==> src/rtl/regfile_mp_pkg.sv <==
// Shared types and helpers for the multi-port register file.
//   state_e     : clear-sequencer states
//   NUM_RD_MAX  : upper bound on the number of read ports
//   calc_depth  : entry count for a given address width
package regfile_mp_pkg;

    typedef enum logic [0:0] {
        ST_CLEAR,
        ST_READY
    } state_e;

    localparam int unsigned NUM_RD_MAX = 4;

    function automatic int unsigned calc_depth(input int unsigned addr_w);
        return 32'd1 << addr_w;
    endfunction

endpackage

==> src/rtl/regfile_mp_clr_seq.sv <==
// Clear sequencer: sweeps every array entry to zero after reset or on request.
// Ports:
//   clk_i      clock
//   rst_n_i    synchronous active-low reset
//   clear_i    request a new sweep (only honoured when ready)
//   ready_o    high when the array is usable
//   clr_we_o   array write enable for the sweep
//   clr_addr_o entry being cleared this cycle
module regfile_mp_clr_seq
    import regfile_mp_pkg::*;
#(
    parameter int unsigned ADDR_W = 3
) (
    input  logic              clk_i,
    input  logic              rst_n_i,
    input  logic              clear_i,
    output logic              ready_o,
    output logic              clr_we_o,
    output logic [ADDR_W-1:0] clr_addr_o
);

    state_e            state_q, state_d;
    logic [ADDR_W-1:0] ptr_q, ptr_d;

    always_ff @(posedge clk_i) begin
        if (!rst_n_i) begin
            state_q <= ST_CLEAR;
            ptr_q   <= '0;
        end else begin
            state_q <= state_d;
            ptr_q   <= ptr_d;
        end
    end

    always_comb begin
        state_d = state_q;
        ptr_d   = ptr_q;
        unique case (state_q)
            ST_CLEAR: begin
                // Pointer wraps back to 0 as the last entry is written.
                ptr_d = ptr_q + 1'b1;
                if (ptr_q == '1) begin
                    state_d = ST_READY;
                end
            end
            ST_READY: begin
                if (clear_i) begin
                    state_d = ST_CLEAR;
                    ptr_d   = '0;
                end
            end
            default: begin
                state_d = ST_CLEAR;
                ptr_d   = '0;
            end
        endcase
    end

    always_comb begin
        ready_o    = (state_q == ST_READY);
        clr_we_o   = (state_q == ST_CLEAR);
        clr_addr_o = ptr_q;
    end

endmodule

==> src/rtl/regfile_mp.sv <==
// Parametrised register file: NUM_RD combinational read ports, one write port,
// masked condition-flag register, optional hardwired-zero entry 0, and a
// clear sequencer so the array itself needs no reset.
// Optional feature: define REGFILE_MP_BYPASS_EN for write-through reads/flags.
// Ports:
//   clk_i, rst_n_i              clock, synchronous active-low reset
//   clear_i / ready_o           sweep request / array usable
//   write_i, write_addr_i,
//   write_data_i                register write port
//   flag_we_i, flag_data_i      per-bit masked flag update
//   flag_data_o                 current flags
//   rd_addr_i / rd_data_o       packed read addresses / data, port k at slice k
module regfile_mp
    import regfile_mp_pkg::*;
#(
    parameter int unsigned DATA_W   = 8,
    parameter int unsigned ADDR_W   = 3,
    parameter int unsigned NUM_RD   = 2,
    parameter int unsigned FLAG_W   = 1,
    parameter int unsigned ZERO_REG = 0
) (
    input  logic                     clk_i,
    input  logic                     rst_n_i,
    input  logic                     clear_i,
    output logic                     ready_o,
    input  logic                     write_i,
    input  logic [ADDR_W-1:0]        write_addr_i,
    input  logic [DATA_W-1:0]        write_data_i,
    input  logic [FLAG_W-1:0]        flag_we_i,
    input  logic [FLAG_W-1:0]        flag_data_i,
    output logic [FLAG_W-1:0]        flag_data_o,
    input  logic [NUM_RD*ADDR_W-1:0] rd_addr_i,
    output logic [NUM_RD*DATA_W-1:0] rd_data_o
);

    localparam int unsigned DEPTH  = calc_depth(ADDR_W);
    localparam bit          ZeroEn = (ZERO_REG != 0);

    logic              ready;
    logic              clr_we;
    logic [ADDR_W-1:0] clr_addr;

    regfile_mp_clr_seq #(
        .ADDR_W (ADDR_W)
    ) u_clr_seq (
        .clk_i      (clk_i),
        .rst_n_i    (rst_n_i),
        .clear_i    (clear_i),
        .ready_o    (ready),
        .clr_we_o   (clr_we),
        .clr_addr_o (clr_addr)
    );

    assign ready_o = ready;

    // Array write port: sweep has priority; user writes only land when ready.
    logic              user_we;
    logic              arr_we;
    logic [ADDR_W-1:0] arr_addr;
    logic [DATA_W-1:0] arr_wdata;

    always_comb begin
        user_we = write_i && ready && !(ZeroEn && (write_addr_i == '0));
        arr_we  = clr_we || user_we;
        if (clr_we) begin
            arr_addr  = clr_addr;
            arr_wdata = '0;
        end else begin
            arr_addr  = write_addr_i;
            arr_wdata = write_data_i;
        end
    end

    logic [DATA_W-1:0] mem_q [DEPTH];

    always_ff @(posedge clk_i) begin
        if (arr_we) begin
            mem_q[arr_addr] <= arr_wdata;
        end
    end

    // Flags: reset to 0, kept across clear_i, updates dropped while sweeping.
    logic [FLAG_W-1:0] flag_q, flag_d;

    always_comb begin
        flag_d = (flag_q & ~flag_we_i) | (flag_data_i & flag_we_i);
    end

    always_ff @(posedge clk_i) begin
        if (!rst_n_i) begin
            flag_q <= '0;
        end else if (ready) begin
            flag_q <= flag_d;
        end
    end

`ifdef REGFILE_MP_BYPASS_EN
    assign flag_data_o = ready ? flag_d : flag_q;
`else
    assign flag_data_o = flag_q;
`endif

    for (genvar k = 0; k < NUM_RD; k++) begin : gen_rd
        logic [ADDR_W-1:0] addr;
        logic [DATA_W-1:0] data;

        assign addr = rd_addr_i[k*ADDR_W +: ADDR_W];

        always_comb begin
            data = mem_q[addr];
            // Reads during a sweep show 0 so stale contents never leak out.
            if (!ready || (ZeroEn && (addr == '0))) begin
                data = '0;
`ifdef REGFILE_MP_BYPASS_EN
            end else if (user_we && (addr == write_addr_i)) begin
                data = write_data_i;
`endif
            end
        end

        assign rd_data_o[k*DATA_W +: DATA_W] = data;
    end

endmodule

==> config.mk <==
export PLATFORM = sky130hd
export DESIGN_NAME = regfile_mp
export DESIGN_NICKNAME = d
export VERILOG_FILES = /design/src/rtl/regfile_mp_pkg.sv /design/src/rtl/regfile_mp_clr_seq.sv /design/src/rtl/regfile_mp.sv
export SDC_FILE = /design/constraint.sdc
export NUM_CORES = 1
export LEC_CHECK = 0
export CAP_MARGIN = 20
export CORE_ASPECT_RATIO = 0.7
export CORE_MARGIN = 3
export CORE_UTILIZATION = 43
export CTS_CLUSTER_DIAMETER = 200
export DETAILED_ROUTE_END_ITERATION = 8
export HOLD_SLACK_MARGIN = 0.15
export SETUP_SLACK_MARGIN = 0.4
export SYNTH_ARGS = -nofsm -noshare
export SYNTH_HDL_FRONTEND = slang
export SYNTH_SLANG_ARGS = --single-unit
==> constraint.sdc <==
create_clock -name clk_i -period 2.3 [get_ports clk_i]
set_input_delay 0.23 -clock clk_i [delete_from_list [all_inputs] [get_ports clk_i]]
set_output_delay 0.23 -clock clk_i [all_outputs]
set_load 0.03 [all_outputs]
==> flow_metrics.py, run 1 <==
metrics = {
    "synthesis": {
        "synth_cell_types": 29,
        "syn-instance-count": 196,
        "count_of_warnings_emitted_by_yosys": 0,
        "async_flop_share_pct": 0,
        "post_synth_main_area_contributors": "sky130_fd_sc_hd__edfxtp_1, sky130_fd_sc_hd__mux4_1, sky130_fd_sc_hd__mux2i_1, sky130_fd_sc_hd__dfxtp_1, sky130_fd_sc_hd__nor2_1",
        "synth.avg_cell_area_sq_um": 17.6,
        "ys_ff_latch": 69,
        "post-synth-top-area-cell": "sky130_fd_sc_hd__edfxtp_1",
        "synth-seq-area-share_pct": 58.5,
        "syn_area_sq_um": 3460,
        "synth_fp_nets": 221,
        "synth-edff-count": 64,
        "synth_top_flop_cell": "sky130_fd_sc_hd__edfxtp_1",
        "synth.top_cell.area_share_pct": 55.6,
    },
    "critical_path": {
        "path_class": "flip-flop to output port",
        "path_delay_family": "multiplexers",
        "start_kind": "flip-flop",
        "arrival_ns": 1.61,
        "critical_path.cell_chain": "mux4_1, mux2i_1, nor2_1, buf_2",
        "reg2reg_slack_ns": 0.55,
        "worst-r2r-cell-count": 4,
        "regToRegEndpoint": "mem_q[4][1]",
        "end_kind": "output port",
        "critPathMaxFanout": 2,
        "critical_path_depth": 4,
        "worst_r2r_startpoint": "u_clr_seq.ready_o",
        "critPathSlowestCell": "sky130_fd_sc_hd__mux4_1",
        "cp_num_buf_inv": 1,
        "cp-endpoint": "rd_data_o[4]",
        "critPathMaxStageDelay_ns": 0.52,
        "worst-endpoint-required_ns": 2.07,
        "worstSetupStartpoint": "mem_q[4][4]",
    },
    "timing": {
        "finalCriticalPeriod_ns": 1.84,
        "tightest_hold_margin_ns": 0.480,
        "timing.clock.skew_ns": 0.00972,
        "hold_violations": 0,
        "period_share_pct": 79.9,
        "maxSlewHeadroom_pct": 57.1,
        "timing.fmax_ghz": 0.544,
        "setup_viol": 0,
        "rsz0062_at_grt": "yes",
        "timing_worst_slew_pin_value_ns": 0.643,
        "finalSetupTns_ns": 0,
        "number_of_max_slew_violations_in_the_final_report": 0,
    },
    "drt": {
        "initialDrtViolationCount": 164,
        "vias_per_cell": 5.49,
        "postRouteWirelength_mm": 7.57,
        "drt_pre_antenna_iters": 4,
        "drcViolationCount": 0,
        "post_drt_wl_per_cell_microns": 21.0,
        "vias": 1976,
        "drtAntennaViolNets": 0,
    },
    "clock_network": {
        "cts.sink_count": 69,
        "tritoncts": "done",
        "cts-buffers-inserted": 9,
        "clock-root-buffer": "sky130_fd_sc_hd__clkbuf_16",
        "cts_h_tree_lvls": 3,
        "clock_slew_at_the_register_clock_pins_of_the_worst_setup_and_hold_paths_ns": 0.05,
        "clock_path_buffers": 2,
        "clock_latency_ns": 0.32,
    },
    "status": {
        "outcome": "completed",
    },
    "grt": {
        "largest_net_degree_at_the_start_of_global_routing": 13,
        "global_route_met1_usage_pct": 25.2,
        "groute.usage.overall_pct": 17.9,
        "antenna_found_initial": 0,
        "top_usage_layer": "met2",
        "via_count_of_the_first_global_routing_pass": 1987,
        "global_route_wire_length_before_repair_mm": 11.7,
        "remaining_global_route_overflow": 0,
        "grt_use_met2_pct": 27.2,
        "groute.layer.met3.usage_pct": 4.24,
    },
    "final_layout": {
        "synthToLayoutAreaGrowth_pct": 26.8,
        "stdcell_area_sq_um": 4380,
        "num_antenna_cells": 0,
        "fin_nets": 282,
        "layout_cells_sized_above_1_pct": 31.3,
        "post-route-util_pct": 58.1,
    },
    "floorplanning": {
        "die_h_microns": 81.0,
        "design.portCount": 41,
        "placeableCoreArea_sq_um": 7550,
        "width_of_the_chip_microns": 113,
        "starting_density_of_the_core_pct": 45.8,
        "die_area_sq_um": 9170,
        "fp-row-count": 26,
    },
    "min_path": {
        "holdCritPathClass": "flip-flop to flip-flop",
        "timing.hold.worst_path_depth": 2,
    },
    "power_and_ir_drop": {
        "vdd.ir_drop.worst_v": 0.000415,
        "leakagePower_nw": 1.72,
        "power_density_nw_per_um2": 732,
    },
    "place": {
        "port_buffers": 40,
        "detailed_place_hpwl_mm": 5.08,
        "gpl_congestion": 0.706,
        "placed_area_sq_um": 4060,
    },
    "run": {
        "maxCapViolCount": 0,
    },
}
## sequential cells by signal (all words and copies together), names as in the netlist, named ones only
| signal | cells |
|---|---|
| mem_q | 64 |
| u_clr_seq.clr_addr_o | 3 |
| u_clr_seq.ready_o | 1 |
## metrics by stage
step                setup slack (ns)  instances  total power [mW]
global placement              -0.241        339              1.75
global route                   0.389        360              3.33
finish                         0.461        360              3.21
detailed placement            -0.232        339              1.75
CTS                            0.340        360              3.24
floorplan                      0.469        196              1.64
## power breakdown
part           internal (mW)  switching (mW)
logic                  0.180           0.134
registers               1.42          0.0253
clock network          0.975           0.480
total                   2.57           0.640
## layout make-up
cell class,instances,area (sq um)
Clock inverter,6,86.3
Multi-Input combinational cell,110,1280
Inverter,3,11.3
Timing Repair Buffer,64,623
Fill cell,601,3160
Sequential cell,69,2020
Tap cell,98,123
Clock buffer,10,239
## worst min path at each step
stage / start / to
2_1_floorplan: rst_n_i / u_clr_seq.clr_addr_o[0]
3_3_place_gp: flip-flop / flip-flop
3_5_place_dp: flip-flop / flip-flop
4_1_cts: flip-flop / flip-flop
5_1_grt: flip-flop / flip-flop
6_report: flip-flop / flip-flop
## Yosys cell counts, types with 2 or more instances
master	number
sky130_fd_sc_hd__and2_1	11
sky130_fd_sc_hd__a31oi_1	3
sky130_fd_sc_hd__mux4_1	28
sky130_fd_sc_hd__nand2_1	5
sky130_fd_sc_hd__o2bb2ai_1	2
sky130_fd_sc_hd__buf_2	5
sky130_fd_sc_hd__edfxtp_1	64
sky130_fd_sc_hd__inv_1	3
sky130_fd_sc_hd__nor2_1	26
sky130_fd_sc_hd__mux4_2	4
sky130_fd_sc_hd__ha_1	2
sky130_fd_sc_hd__buf_6	2
sky130_fd_sc_hd__a21oi_1	2
sky130_fd_sc_hd__dfxtp_1	5
sky130_fd_sc_hd__clkbuf_1	4
sky130_fd_sc_hd__and3_1	2
sky130_fd_sc_hd__mux2i_1	16
## tightest hold or removal path: cells and delay by family, from the launching register on
family | cells | cell delay (ns)
AO/OA/AOI/OAI | 1 | 0.07
flip-flops | 1 | 0.31
AND/OR/NAND/NOR | 1 | 0.05
## cells by family after synthesis
kind of cell / Yosys count / synth area share (%)
adder cells (fa/ha/maj): 2 / 0.724
flip-flops: 69 / 58.5
AND/OR/NAND/NOR: 49 / 6.66
AO/OA/AOI/OAI: 11 / 2.21
multiplexers: 48 / 28.5
buffers and inverters: 17 / 3.37
## per-layer routing
metal	share of wire, %	up-vias
li1	-	923
met3	5.5	4
met4	0.73	0
met5	0	-
met1	49	1002
met2	45	47
## cell usage in the layout (no fill, tap or decap), types with 2 or more instances in the layout
master | synthesis | layout
sky130_fd_sc_hd__clkinv_2 | 0 | 2
sky130_fd_sc_hd__a21oi_1 | 2 | 2
sky130_fd_sc_hd__edfxtp_1 | 64 | 64
sky130_fd_sc_hd__nor2_2 | 0 | 5
sky130_fd_sc_hd__buf_4 | 1 | 23
sky130_fd_sc_hd__and2_1 | 11 | 11
sky130_fd_sc_hd__dfxtp_1 | 5 | 4
sky130_fd_sc_hd__a31oi_1 | 3 | 3
sky130_fd_sc_hd__mux2i_1 | 16 | 16
sky130_fd_sc_hd__clkdlybuf4s50_1 | 0 | 19
sky130_fd_sc_hd__inv_1 | 3 | 3
sky130_fd_sc_hd__and3_1 | 2 | 2
sky130_fd_sc_hd__bufinv_16 | 0 | 2
sky130_fd_sc_hd__mux4_1 | 28 | 14
sky130_fd_sc_hd__mux4_2 | 4 | 18
sky130_fd_sc_hd__clkbuf_16 | 0 | 9
sky130_fd_sc_hd__nor2_1 | 26 | 21
sky130_fd_sc_hd__o2bb2ai_1 | 2 | 2
sky130_fd_sc_hd__nand2_1 | 5 | 5
sky130_fd_sc_hd__ha_1 | 2 | 2
sky130_fd_sc_hd__buf_12 | 1 | 5
sky130_fd_sc_hd__buf_2 | 5 | 10
## what timing repair did
action,CTS,global route
setup buffers,3,0
cloned,2,0
setup endpoints to repair,57,14
gates resized for setup,87,27
hold buffers,0,0
Power figures use the tool's default switching activity.
==> run 2: changes to the inputs <==
Clock period 2.3 ns to 1.8 ns, I/O delays scaled along.
==> run 2 against run 1 <==
  * The run now ends with setup timing left
  * Clock skew decreased by 0.00079 ns
  * Combinational power increased by 90%
  * Via count increased by 9.4%
  * Final area increased by 14%
  * Sequential share of layout area decreased by 5.4 points
  * Critical path depth unchanged
  * Critical path type unchanged
  * Largest cell class unchanged
==> flow_metrics.py, run 2 (synthesized netlist as in run 1, its figures left out) <==
metrics = {
    "status": {
        "outcome": "finished, violations left",
        "failed_checks": "setup timing",
    },
    "min_path": {
        "holdCritPathClass": "input pin to flip-flop",
        "timing.hold.worst_path_depth": 3,
    },
    "power_and_ir_drop": {
        "power_frac_clock_pct": 41.5,
        "p_sw_share_pct": 22.9,
        "power.internal_mw": 3.22,
        "vdd.ir_drop.worst_v": 0.000615,
        "power_density_nw_per_um2": 837,
        "leakagePower_nw": 1.79,
        "seq_pwr_share_pct": 44.2,
        "comb_power_share_pct": 14.3,
        "net_switching_power_uw": 955,
    },
    "timing": {
        "rsz0062_at_grt": "yes",
        "number_of_max_slew_violations_in_the_final_report": 0,
        "finalCriticalPeriod_ns": 1.81,
        "timing.clock.skew_ns": 0.00893,
        "tightest_hold_margin_ns": 0.426,
        "setup_viol": 2,
        "finalSetupTns_ns": -0.0170,
        "period_share_pct": 101,
        "hold_violations": 0,
        "timing.fmax_ghz": 0.553,
        "setup_slack_ns": -0.00977,
        "maxSlewHeadroom_pct": 77.6,
        "timing_worst_slew_pin_value_ns": 0.336,
    },
    "floorplanning": {
        "starting_density_of_the_core_pct": 45.8,
        "die_area_sq_um": 9170,
        "fp-row-count": 26,
        "width_of_the_chip_microns": 113,
        "placeableCoreArea_sq_um": 7550,
        "design.portCount": 41,
        "die_h_microns": 81.0,
    },
    "final_layout": {
        "mostFrequentLayoutCell": "sky130_fd_sc_hd__edfxtp_1",
        "layout_cells_sized_above_1_pct": 56.3,
        "layout_common_cells": "sky130_fd_sc_hd__edfxtp_1, sky130_fd_sc_hd__mux4_2, sky130_fd_sc_hd__buf_4",
        "fin_nets": 306,
        "finalNonFillerCells": 384,
        "post-route-util_pct": 66.1,
        "largest_reg_flops": 64,
        "synthToLayoutAreaGrowth_pct": 44.4,
        "registers.top_by_ff_count": "mem_q",
        "num_antenna_cells": 0,
    },
    "critical_path": {
        "start_kind": "flip-flop",
        "arrival_ns": 1.63,
        "critical_path_depth": 4,
        "worst-r2r-cell-count": 6,
        "critPathMaxStageDelay_ns": 0.48,
        "cp_num_buf_inv": 1,
        "critPathMaxFanout": 2,
        "end_kind": "output port",
        "path_delay_family": "multiplexers",
        "path_class": "flip-flop to output port",
        "critPathSlowestCell": "sky130_fd_sc_hd__mux4_2",
        "critical_path.cell_chain": "mux4_2, mux2i_1, nor2_1, buf_4",
        "worst-endpoint-required_ns": 1.62,
    },
    "run": {
        "maxCapViolCount": 0,
    },
    "clock_network": {
        "clock_path_buffers": 2,
        "cts_h_tree_lvls": 3,
        "clock_slew_at_the_register_clock_pins_of_the_worst_setup_and_hold_paths_ns": 0.06,
        "clock_latency_ns": 0.33,
        "cts.sink_count": 69,
        "clock-root-buffer": "sky130_fd_sc_hd__clkbuf_16",
        "cts-buffers-inserted": 9,
        "postCtsHoldBufs": 0,
        "tritoncts": "done",
    },
    "place": {
        "gpl_congestion": 0.818,
        "numPlacedInstances": 339,
        "port_buffers": 40,
        "detailed_place_hpwl_mm": 5.16,
    },
    "drt": {
        "drtAntennaViolNets": 0,
        "postRouteWirelength_mm": 8.54,
        "post_drt_wl_per_cell_microns": 22.2,
        "vias": 2162,
        "drcViolationCount": 0,
        "initialDrtViolationCount": 104,
        "drt_pre_antenna_iters": 4,
        "vias_per_cell": 5.63,
    },
    "grt": {
        "groute.usage.overall_pct": 19.8,
        "remaining_global_route_overflow": 0,
        "via_count_of_the_first_global_routing_pass": 2247,
        "largest_net_degree_at_the_start_of_global_routing": 14,
        "antenna_found_initial": 0,
        "global_route_wire_length_before_repair_mm": 13.2,
    },
}
==> run 2: area by class of cell <==
class / instances / area [sq um]
fillers: 504 / 2560
flip-flops and latches: 69 / 2030
multi-input cells: 110 / 1540
repair buffers: 88 / 973
clock buffers: 9 / 225
well taps: 98 / 123
clock inverters: 7 / 73.8
inverters: 3 / 18.8
==> run 2: layer usage <==
metal	GRT usage, %	wire length [microns]	vias to the layer above
met5	0	0	-
met4	6.12	82	0
met3	4.91	529	6
met2	33.2	4420	81
met1	26.0	3500	1112
li1	-	-	963
==> run 2: path summary, 6_finish.rpt <==
check                    startpoint  slack, ns             to
setup reg to reg  u_clr_seq.ready_o       0.31    mem_q[4][3]
setup / recovery        mem_q[1][7]      -0.01  rd_data_o[15]
hold reg to reg           flip-flop       0.47      flip-flop
hold / removal          flag_data_i       0.43      flip-flop
==> run 2: tightest hold or removal path: stages <==
cell and delay, ns:
sky130_fd_sc_hd__clkdlybuf4s50_1 0.40, sky130_fd_sc_hd__nand3_1 0.06, sky130_fd_sc_hd__a21boi_0 0.06
==> run 2: timing repair <==
item                                    4_1_cts  5_1_grt
gates cloned                                  2        0
endpoints found under the setup margin       82       81
hold endpoints to repair                      0        0
pin swaps                                    13        9
gates resized for setup                     190       15
buffers inserted                             18        9
==> run 2: power by group through the flow <==
stage	registers [mW]	logic (mW)	clock network, mW
floorplan	1.86	0.274	0
global placement	1.87	0.404	0
detailed placement	1.87	0.410	0
CTS	1.85	0.543	1.75
global route	1.85	0.631	1.83
finish	1.85	0.597	1.73
==> run 2: through the flow <==
stage                     area [sq um]  power [mW]  setup WS (ns)
after detailed placement          4190        2.28         -0.742
after global placement            4190        2.27         -0.700
after global routing              4990        4.32        -0.0792
after CTS                         4860        4.14        -0.0380
after floorplan                   3610        2.13          0.352
final                             4990        4.18       -0.00977
